File: src/rtl/peripheral_bus_arbiter.sv
// peripheral_bus_arbiter: sequences T1..T4 bus cycles toward the peripherals
// and memory, sharing the bus between the CPU port and DRAM refresh.
module peripheral_bus_arbiter #(
  parameter int io_wait_cycles     = 1,
  parameter int memory_wait_cycles = 0
) (
  input  logic        clock,
  input  logic        reset,
  input  logic        cpu_request,
  input  logic        cpu_io,
  input  logic        cpu_write,
  input  logic [19:0] cpu_address,
  input  logic [7:0]  cpu_write_data,
  output logic [7:0]  cpu_read_data,
  output logic        cpu_ready,
  input  logic        refresh_trigger,
  output logic        refresh_active,
  output logic        refresh_overrun,
  output logic [19:0] address,
  output logic        address_enable_n,
  input  logic [7:0]  data_bus_in,
  output logic [7:0]  data_bus_out,
  output logic        data_bus_out_enable,
  output logic        io_read_command_n,
  output logic        io_write_command_n,
  output logic        advanced_io_write_command_n,
  output logic        memory_read_command_n,
  output logic        memory_write_command_n,
  output logic        advanced_memory_write_command_n
);

  typedef enum logic [2:0] {IDLE, T1, T2, T3, T4} state_e;

  localparam logic [3:0] IoWait  = 4'(io_wait_cycles);
  localparam logic [3:0] MemWait = 4'(memory_wait_cycles);

  state_e      state_q, state_d;
  logic [3:0]  wait_q, wait_d;
  logic        ref_own_q, ref_own_d;
  logic        io_q, io_d;
  logic        wr_q, wr_d;
  logic [19:0] addr_q, addr_d;
  logic [7:0]  wdata_q, wdata_d;
  logic [15:0] refresh_address_q, refresh_address_d;
  logic [7:0]  rdata_q, rdata_d;
  logic        trig_q;
  logic        pend_q, pend_d;
  logic        ovr_q, ovr_d;

  logic [19:0] address_q, address_d;
  logic        aen_n_q, aen_n_d;
  logic        ref_act_q, ref_act_d;
  logic        ready_q, ready_d;
  logic [7:0]  dout_q, dout_d;
  logic        dout_en_q, dout_en_d;
  logic        ior_n_q, ior_n_d;
  logic        iow_n_q, iow_n_d;
  logic        aiow_n_q, aiow_n_d;
  logic        mr_n_q, mr_n_d;
  logic        mw_n_q, mw_n_d;
  logic        amw_n_q, amw_n_d;

  logic trig_rise;
  logic ref_req;
  logic acc_ref;

  assign trig_rise = refresh_trigger & ~trig_q;
  assign ref_req   = pend_q | trig_rise;
  assign acc_ref   = (state_q == IDLE) & ref_req;

  // Refresh bookkeeping: an edge consumed by acceptance does not stay pending.
  always_comb begin
    pend_d = pend_q | trig_rise;
    ovr_d  = ovr_q | (trig_rise & pend_q);
    if (acc_ref) begin
      pend_d = pend_q & trig_rise;
    end
  end

  // Next state, transfer latch, wait counter and read-data capture.
  always_comb begin
    state_d           = state_q;
    wait_d            = wait_q;
    ref_own_d         = ref_own_q;
    io_d              = io_q;
    wr_d              = wr_q;
    addr_d            = addr_q;
    wdata_d           = wdata_q;
    refresh_address_d = refresh_address_q;
    rdata_d           = rdata_q;
    unique case (state_q)
      IDLE: begin
        if (ref_req) begin
          state_d   = T1;
          ref_own_d = 1'b1;
          io_d      = 1'b0;
          wr_d      = 1'b0;
          addr_d    = {4'h0, refresh_address_q};
          wdata_d   = 8'h00;
        end else if (cpu_request) begin
          state_d   = T1;
          ref_own_d = 1'b0;
          io_d      = cpu_io;
          wr_d      = cpu_write;
          addr_d    = cpu_address;
          wdata_d   = cpu_write_data;
        end
      end
      T1: state_d = T2;
      T2: begin
        state_d = T3;
        wait_d  = io_q ? IoWait : MemWait;
      end
      T3: begin
        if (wait_q == 4'd0) begin
          state_d = T4;
          if (!ref_own_q && !wr_q) begin
            rdata_d = data_bus_in;
          end
        end else begin
          wait_d = wait_q - 4'd1;
        end
      end
      T4: begin
        state_d = IDLE;
        if (ref_own_q) begin
          refresh_address_d = refresh_address_q + 16'd1;
        end
      end
      default: state_d = IDLE;
    endcase
  end

  // Registered bus outputs derived from the state being entered.
  always_comb begin
    logic busy;
    logic strb;
    logic t3;
    busy      = (state_d != IDLE);
    strb      = (state_d == T2) || (state_d == T3);
    t3        = (state_d == T3);
    address_d = busy ? addr_d : 20'h0;
    aen_n_d   = busy & ~ref_own_d;
    ref_act_d = busy & ref_own_d;
    ready_d   = (state_d == T4) & ~ref_own_d;
    dout_en_d = busy & wr_d;
    dout_d    = dout_en_d ? wdata_d : 8'h00;
    ior_n_d   = ~(strb & ~wr_d & io_d);
    aiow_n_d  = ~(strb & wr_d & io_d);
    iow_n_d   = ~(t3 & wr_d & io_d);
    mr_n_d    = ~(strb & ~wr_d & ~io_d);
    amw_n_d   = ~(strb & wr_d & ~io_d);
    mw_n_d    = ~(t3 & wr_d & ~io_d);
  end

  // State and output registers with synchronous reset.
  always_ff @(posedge clock) begin
    trig_q <= refresh_trigger;
    if (reset) begin
      state_q           <= IDLE;
      wait_q            <= 4'd0;
      ref_own_q         <= 1'b0;
      io_q              <= 1'b0;
      wr_q              <= 1'b0;
      addr_q            <= 20'h0;
      wdata_q           <= 8'h00;
      refresh_address_q <= 16'h0000;
      rdata_q           <= 8'h00;
      pend_q            <= 1'b0;
      ovr_q             <= 1'b0;
      address_q         <= 20'h0;
      aen_n_q           <= 1'b0;
      ref_act_q         <= 1'b0;
      ready_q           <= 1'b0;
      dout_q            <= 8'h00;
      dout_en_q         <= 1'b0;
      ior_n_q           <= 1'b1;
      iow_n_q           <= 1'b1;
      aiow_n_q          <= 1'b1;
      mr_n_q            <= 1'b1;
      mw_n_q            <= 1'b1;
      amw_n_q           <= 1'b1;
    end else begin
      state_q           <= state_d;
      wait_q            <= wait_d;
      ref_own_q         <= ref_own_d;
      io_q              <= io_d;
      wr_q              <= wr_d;
      addr_q            <= addr_d;
      wdata_q           <= wdata_d;
      refresh_address_q <= refresh_address_d;
      rdata_q           <= rdata_d;
      pend_q            <= pend_d;
      ovr_q             <= ovr_d;
      address_q         <= address_d;
      aen_n_q           <= aen_n_d;
      ref_act_q         <= ref_act_d;
      ready_q           <= ready_d;
      dout_q            <= dout_d;
      dout_en_q         <= dout_en_d;
      ior_n_q           <= ior_n_d;
      iow_n_q           <= iow_n_d;
      aiow_n_q          <= aiow_n_d;
      mr_n_q            <= mr_n_d;
      mw_n_q            <= mw_n_d;
      amw_n_q           <= amw_n_d;
    end
  end

  assign cpu_read_data                   = rdata_q;
  assign cpu_ready                       = ready_q;
  assign refresh_active                  = ref_act_q;
  assign refresh_overrun                 = ovr_q;
  assign address                         = address_q;
  assign address_enable_n                = aen_n_q;
  assign data_bus_out                    = dout_q;
  assign data_bus_out_enable             = dout_en_q;
  assign io_read_command_n               = ior_n_q;
  assign io_write_command_n              = iow_n_q;
  assign advanced_io_write_command_n     = aiow_n_q;
  assign memory_read_command_n           = mr_n_q;
  assign memory_write_command_n          = mw_n_q;
  assign advanced_memory_write_command_n = amw_n_q;

endmodule

File: config.mk
export PLATFORM = sky130hd
export DESIGN_NAME = peripheral_bus_arbiter
export DESIGN_NICKNAME = d
export VERILOG_FILES = /design/src/rtl/peripheral_bus_arbiter.sv
export SDC_FILE = /design/constraint.sdc
export NUM_CORES = 1
export LEC_CHECK = 0
export CAP_MARGIN = 15
export CORE_MARGIN = 2
export CORE_UTILIZATION = 45
export CTS_CLUSTER_DIAMETER = 50
export DETAILED_ROUTE_END_ITERATION = 8
export PLACE_DENSITY = 0.73
export RECOVER_POWER = 25
export SKIP_LAST_GASP = 1
export SLEW_MARGIN = 10
export SYNTH_ARGS = -nofsm -noshare
export SYNTH_HDL_FRONTEND = slang
export SYNTH_SLANG_ARGS = --single-unit
export TNS_END_PERCENT = 1
File: constraint.sdc
create_clock -name clock -period 2.1 [get_ports clock]
set_input_delay 0.315 -clock clock [delete_from_list [all_inputs] [get_ports clock]]
set_output_delay 0.315 -clock clock [all_outputs]
set_load 0.05 [all_outputs]
# Word level (Yosys, flattened, before mapping)
# Index checks and enable logic that the tools add are counted.
dict set report totals {
  reg_bits 103
  input_bits 42
  output_inout_bits 47
  wordCells 100
}
dict set report op_classes {
  add_sub_neg 2
  eq_ne 8
  n_mux 23
  bitwise_logic 30
  reduce_logical 13
}
# operator n
set ops {}
lappend ops {{$mux 20} 3}
lappend ops {{$mux 8} 3}
lappend ops {{$add 16x1->16 const B} 1}
lappend ops {{$and 1x1->1} 16}
lappend ops {{$eq 3x2->1 const B} 4}
lappend ops {{$not 1->1} 12}
lappend ops {{$pmux 3 s4} 1}
lappend ops {{$mux 1} 11}
lappend ops {{$mux 3} 3}
lappend ops {{$pmux 4 s2} 1}
lappend ops {{$eq 3x3->1 const B} 2}
lappend ops {{$logic_not 4->1} 1}
lappend ops {{$mux 4} 1}
lappend ops {{$reduce_and 2->1} 2}
lappend ops {{$reduce_or 2->1} 2}
lappend ops {{$sub 4x1->4 const B} 1}
lappend ops {{$eq 3x1->1 const B} 1}
lappend ops {{$logic_not 3->1} 1}
lappend ops {{$reduce_and 3->1} 1}
lappend ops {{$reduce_bool 3->1} 1}
lappend ops {{$logic_not 1->1} 2}
lappend ops {{$ne 2x2->1 const B} 1}
lappend ops {{$or 1x1->1} 2}
lappend ops {{$reduce_bool 2->1} 1}
lappend ops {{2 further kinds} 2}

# Depth between registers and ports, before layout
dict set report logic_depth {
  ltp_word 10
  depth_mapped 7
  mapped_depth_nobuf 6
}

# Worst setup path before layout
# Ideal clock, no wire load.
dict set report synth_timing {
  path_type {register -> register}
  startpoint {reg wait_q[0]}
  endpoint {reg rdata_q[0], in the netlist cpu_read_data[0]}
  setup_time_ps 128
  t_arrival_ps 1622
  t_required_ps 1972
  path_slack_ps 350
  path_stages_with_launch 8
  path_buffers 1
  synth_period_minus_slack_ps 1750
  cell_sequence {dfxtp_1 inv_1 ha_1 nor3b_2 or4b_1 buf_2 mux2i_1 nor2_1}
}
dict set report synth_between {
  elab_chain_len 2
}
# item line
set synth_rtl {}
lappend synth_rtl {{start, declared} 38} ;# logic [3:0] wait_q, wait_d;
lappend synth_rtl {{start signal, assigned} 185} ;# wait_q <= wait_d;
lappend synth_rtl {{$logic_not 4->1} 115} ;# if (wait_q == 4'd0) begin
lappend synth_rtl {{$reduce_and 3->1 (no line)} -}
lappend synth_rtl {{end signal, assigned} 192} ;# rdata_q <= rdata_d;
lappend synth_rtl {{end, declared} 45} ;# logic [7:0] rdata_q, rdata_d;
# Every way passes these cells.
# A chain may end at the register's enable or synchronous reset.

# Final worst setup path
dict set report layout_timing {
  startpoint {reg state_q[0]}
  endpoint {reg rdata_q[1], in the netlist cpu_read_data[1]}
}
dict set report layout_between {
  elab_chain_len 2
}
# item line
set layout_rtl {}
lappend layout_rtl {{start, declared} 37} ;# state_e state_q, state_d;
lappend layout_rtl {{start signal, assigned} 184} ;# state_q <= state_d;
lappend layout_rtl {{$eq 3x2->1} 91} ;# unique case (state_q)
lappend layout_rtl {{$reduce_and 3->1 (no line)} -}
# Every way passes these cells.

==> flow_metrics.tcl <==
set metrics [dict create \
    portBuffers 88 \
    clock_latency_ns 0.36 \
    diodes 0 \
    postRouteAntennaNets 0 \
    cts.path.max_buffers 2 \
    cts_tree "done" \
    place_ws_ns 0.0589 \
    grt_pass1_wl_um 14000 \
    synth_top_area_cell "dfxtp_1" \
    vdd_drop_max_uv 341 \
    cp_top_family "simple AND/OR/NAND/NOR gates" \
    hold_class "input port to register" \
    synthTopCellsByCount "103 x dfxtp_1, 60 x nor2_1, 35 x nor3_1" \
    crit_type "register to register" \
    detail_route.wl_per_cell_um 13.9 \
    path_buf_inv 0 \
    nets 539 \
    synth_edf_count 0 \
    seq_area_frac_synth 0.542 \
    tightest_slew_ns 0.531 \
    worst_setup_path_start_kind "register" \
    cts_hold_buf 0 \
    layout-drive-gt1-share 0.0882 \
    vias_per_cell 5.26 \
    path_max_fanout 11 \
    power_switching_mw 1.45 \
    routed_wl_um 8380 \
    power_per_cell_area_nw_per_um2 894 \
    grt_pass1_vias 3053 \
    synth_top_cell_area_share 0.542 \
    areaGrowthSynthToFinish_pct 32.9 \
    routed-via-count 3179 \
    synth-main-ff-cell "dfxtp_1" \
    swShare 0.321 \
    finClkSkew_ns 0.00954 \
    cpMaxStageDelayCell "or4b_1" \
    postSynthCellCount 397 \
    setup_ws_ns 0.107 \
    core_um2 8220 \
    min_period_ns 1.99 \
    die_h_um 95.9 \
    cpPeakStageDelay_ns 0.78 \
    drcViolationCount 0 \
    relSlewSlack 0.646 \
    finalCritPeriodShare 0.949 \
    synth-seq-cells 103 \
    place_area_um2 4880 \
    ios 89 \
    syn_area_per_cell_um2 9.58 \
    yosysUniqueCellTypes 54 \
    multi_input_area_um2 1620 \
    synthesis.area_um2 3800 \
    grt_max_degree 28 \
    rows 33 \
    power_mw 4.52 \
    instances_no_fill 604 \
    synth_most_common_cell "dfxtp_1" \
    fin_area_um2 5050 \
    crit_chain "nand3b_1, or4b_1, mux2i_1, nor2_1" \
    antenna_found_initial 0 \
    async_reset_ff_frac 0 \
    hold_violations 0 \
    p_seq_frac 0.487 \
    cts_setup_buffers 0 \
    ff_latch_area_um2 2060 \
    power.share.clock 0.261 \
    ctsHtreeMaxLevel 3 \
    dr.pass1.iters 4 \
    status "finished clean" \
    cp-end-kind "register" \
    rsz0062_at_grt "true" \
    fmax_ghz 0.502 \
    cts_made_buffers 9 \
    clkSinkCount 103 \
    intPower_mw 3.07 \
    drv_cap 0 \
    total_leakage_power_nw 1.89 \
    setup-violations-final 0 \
    clk_pin_slew_ns 0.09 \
    initial_core_util 0.463 \
    maxSlewViolCount 0 \
    grt-ovfl-total 0 \
    grt_util_all_layers 0.194 \
    crit_arrival_ns 2.25 \
    n_fill_cell 717 \
    dp_hpwl_um 5950 \
    gp_congestion 0.825 \
    synth_nets 442 \
    die_area_um2 9200 \
    dp.cells 588 \
    yosysWarningCount 0 \
    cts-root-buf "clkbuf_8" \
    required_ns 2.36 \
    die_x_um 95.9 \
    power_frac_comb 0.252 \
    drt_iter0_markers 112 \
    synth_area_leaders "dfxtp_1 54%, nor2_1 5.9%, mux2i_1 5.5%, nor3_1 4.6%, nor4_1 2.8%" \
]
## power groups by stage
stage	Combinational [mW]	Clock, mW	Sequential (mW)
floorplan	0.459	0	2.52
global placement	1.13	0	2.24
detailed placement	1.15	0	2.25
CTS	1.16	1.20	2.20
global route	1.23	1.26	2.22
finish	1.14	1.18	2.20
## layer usage
layer	vias to the layer above	routed length (um)	global-route usage
li1	1593	-	-
met1	1492	3900	0.247
met2	83	3870	0.317
met3	11	464	0.0462
met4	0	144	0.0786
met5	-	0	0
## cells in the final DEF (no fill, tap or decap), drive strengths merged, types with 2 or more instances in the layout
cell / instances
or4: 3
nand3: 11
nor3b: 2
mux2: 2
nor2b: 4
clkinv: 2
or4b: 2
o21a: 3
mux2i: 21
or2: 2
nand2b: 2
o31ai: 2
a21o: 2
a31o: 3
a21oi: 13
or3: 2
nor4: 18
nand2: 13
ha: 3
nand4: 7
xnor2: 4
a31oi: 2
dfxtp: 103
nor3: 35
clkdlybuf4s50: 86
nor2: 60
and2: 11
xor2: 4
clkbuf: 16
o22ai: 2
and3: 2
buf: 14
o21ai: 20
inv: 11
## path summary, 6_finish.rpt
check / cells past startpoint / start / to / slack, ns
min reg2reg: 2 / refresh_overrun$_SDFF_PP0_ / refresh_overrun$_SDFF_PP0_ / 0.48
max: 4 / state_q[0]$_SDFF_PP0_ / cpu_read_data[1]$_SDFFE_PP0P_ / 0.11
min: 2 / reset / state_q[2]$_SDFF_PP0_ / 0.29
max reg2reg: 4 / state_q[0]$_SDFF_PP0_ / cpu_read_data[1]$_SDFFE_PP0P_ / 0.11
## final cells by class
| cell class | count | area share |
|---|---|---|
| clock buffers | 11 | 0.0300 |
| clock inverters | 5 | 0.00768 |
| inverters | 9 | 0.00668 |
| multi-input cells | 265 | 0.320 |
| flip-flops and latches | 103 | 0.408 |
| well taps | 105 | 0.0260 |
| repair buffers | 106 | 0.202 |
## sequential cells by signal, summed over array words and instances, names as in the netlist, 3 cells and up
register / flops
address: 20
addr_q: 20
data_bus_out: 8
refresh_address_q: 16
wdata_q: 8
cpu_read_data: 8
state_q: 3
wait_q: 4
## repair_timing
action                     in CTS  in global routing
hold endpoints to repair        0                  0
gates resized for setup         0                  1
setup endpoints to repair       0                  4
## stage by stage
step	TNS (ns)	hold WS (ns)	util
after floorplan	0	0.343	-
after global placement	0	0.465	0.594
after detailed placement	0	0.466	0.594
after CTS	0	0.283	0.617
after global routing	-0.0554	0.307	0.615
final	0	0.288	0.615
## cells by family (layout without fill, tap and decap cells)
logic type	Yosys count	after routing	synth area share
adders and majority gates	3	3	0.00987
DFF	103	103	0.542
buffers and inverters	29	131	0.0345
xor gates and xnor gates	8	8	0.0184
muxes	23	23	0.0612
AOI/OAI and AO/OA	52	52	0.0875
and+or+nand+nor	179	179	0.246
Note: power is estimated with default switching activity, not from simulation.
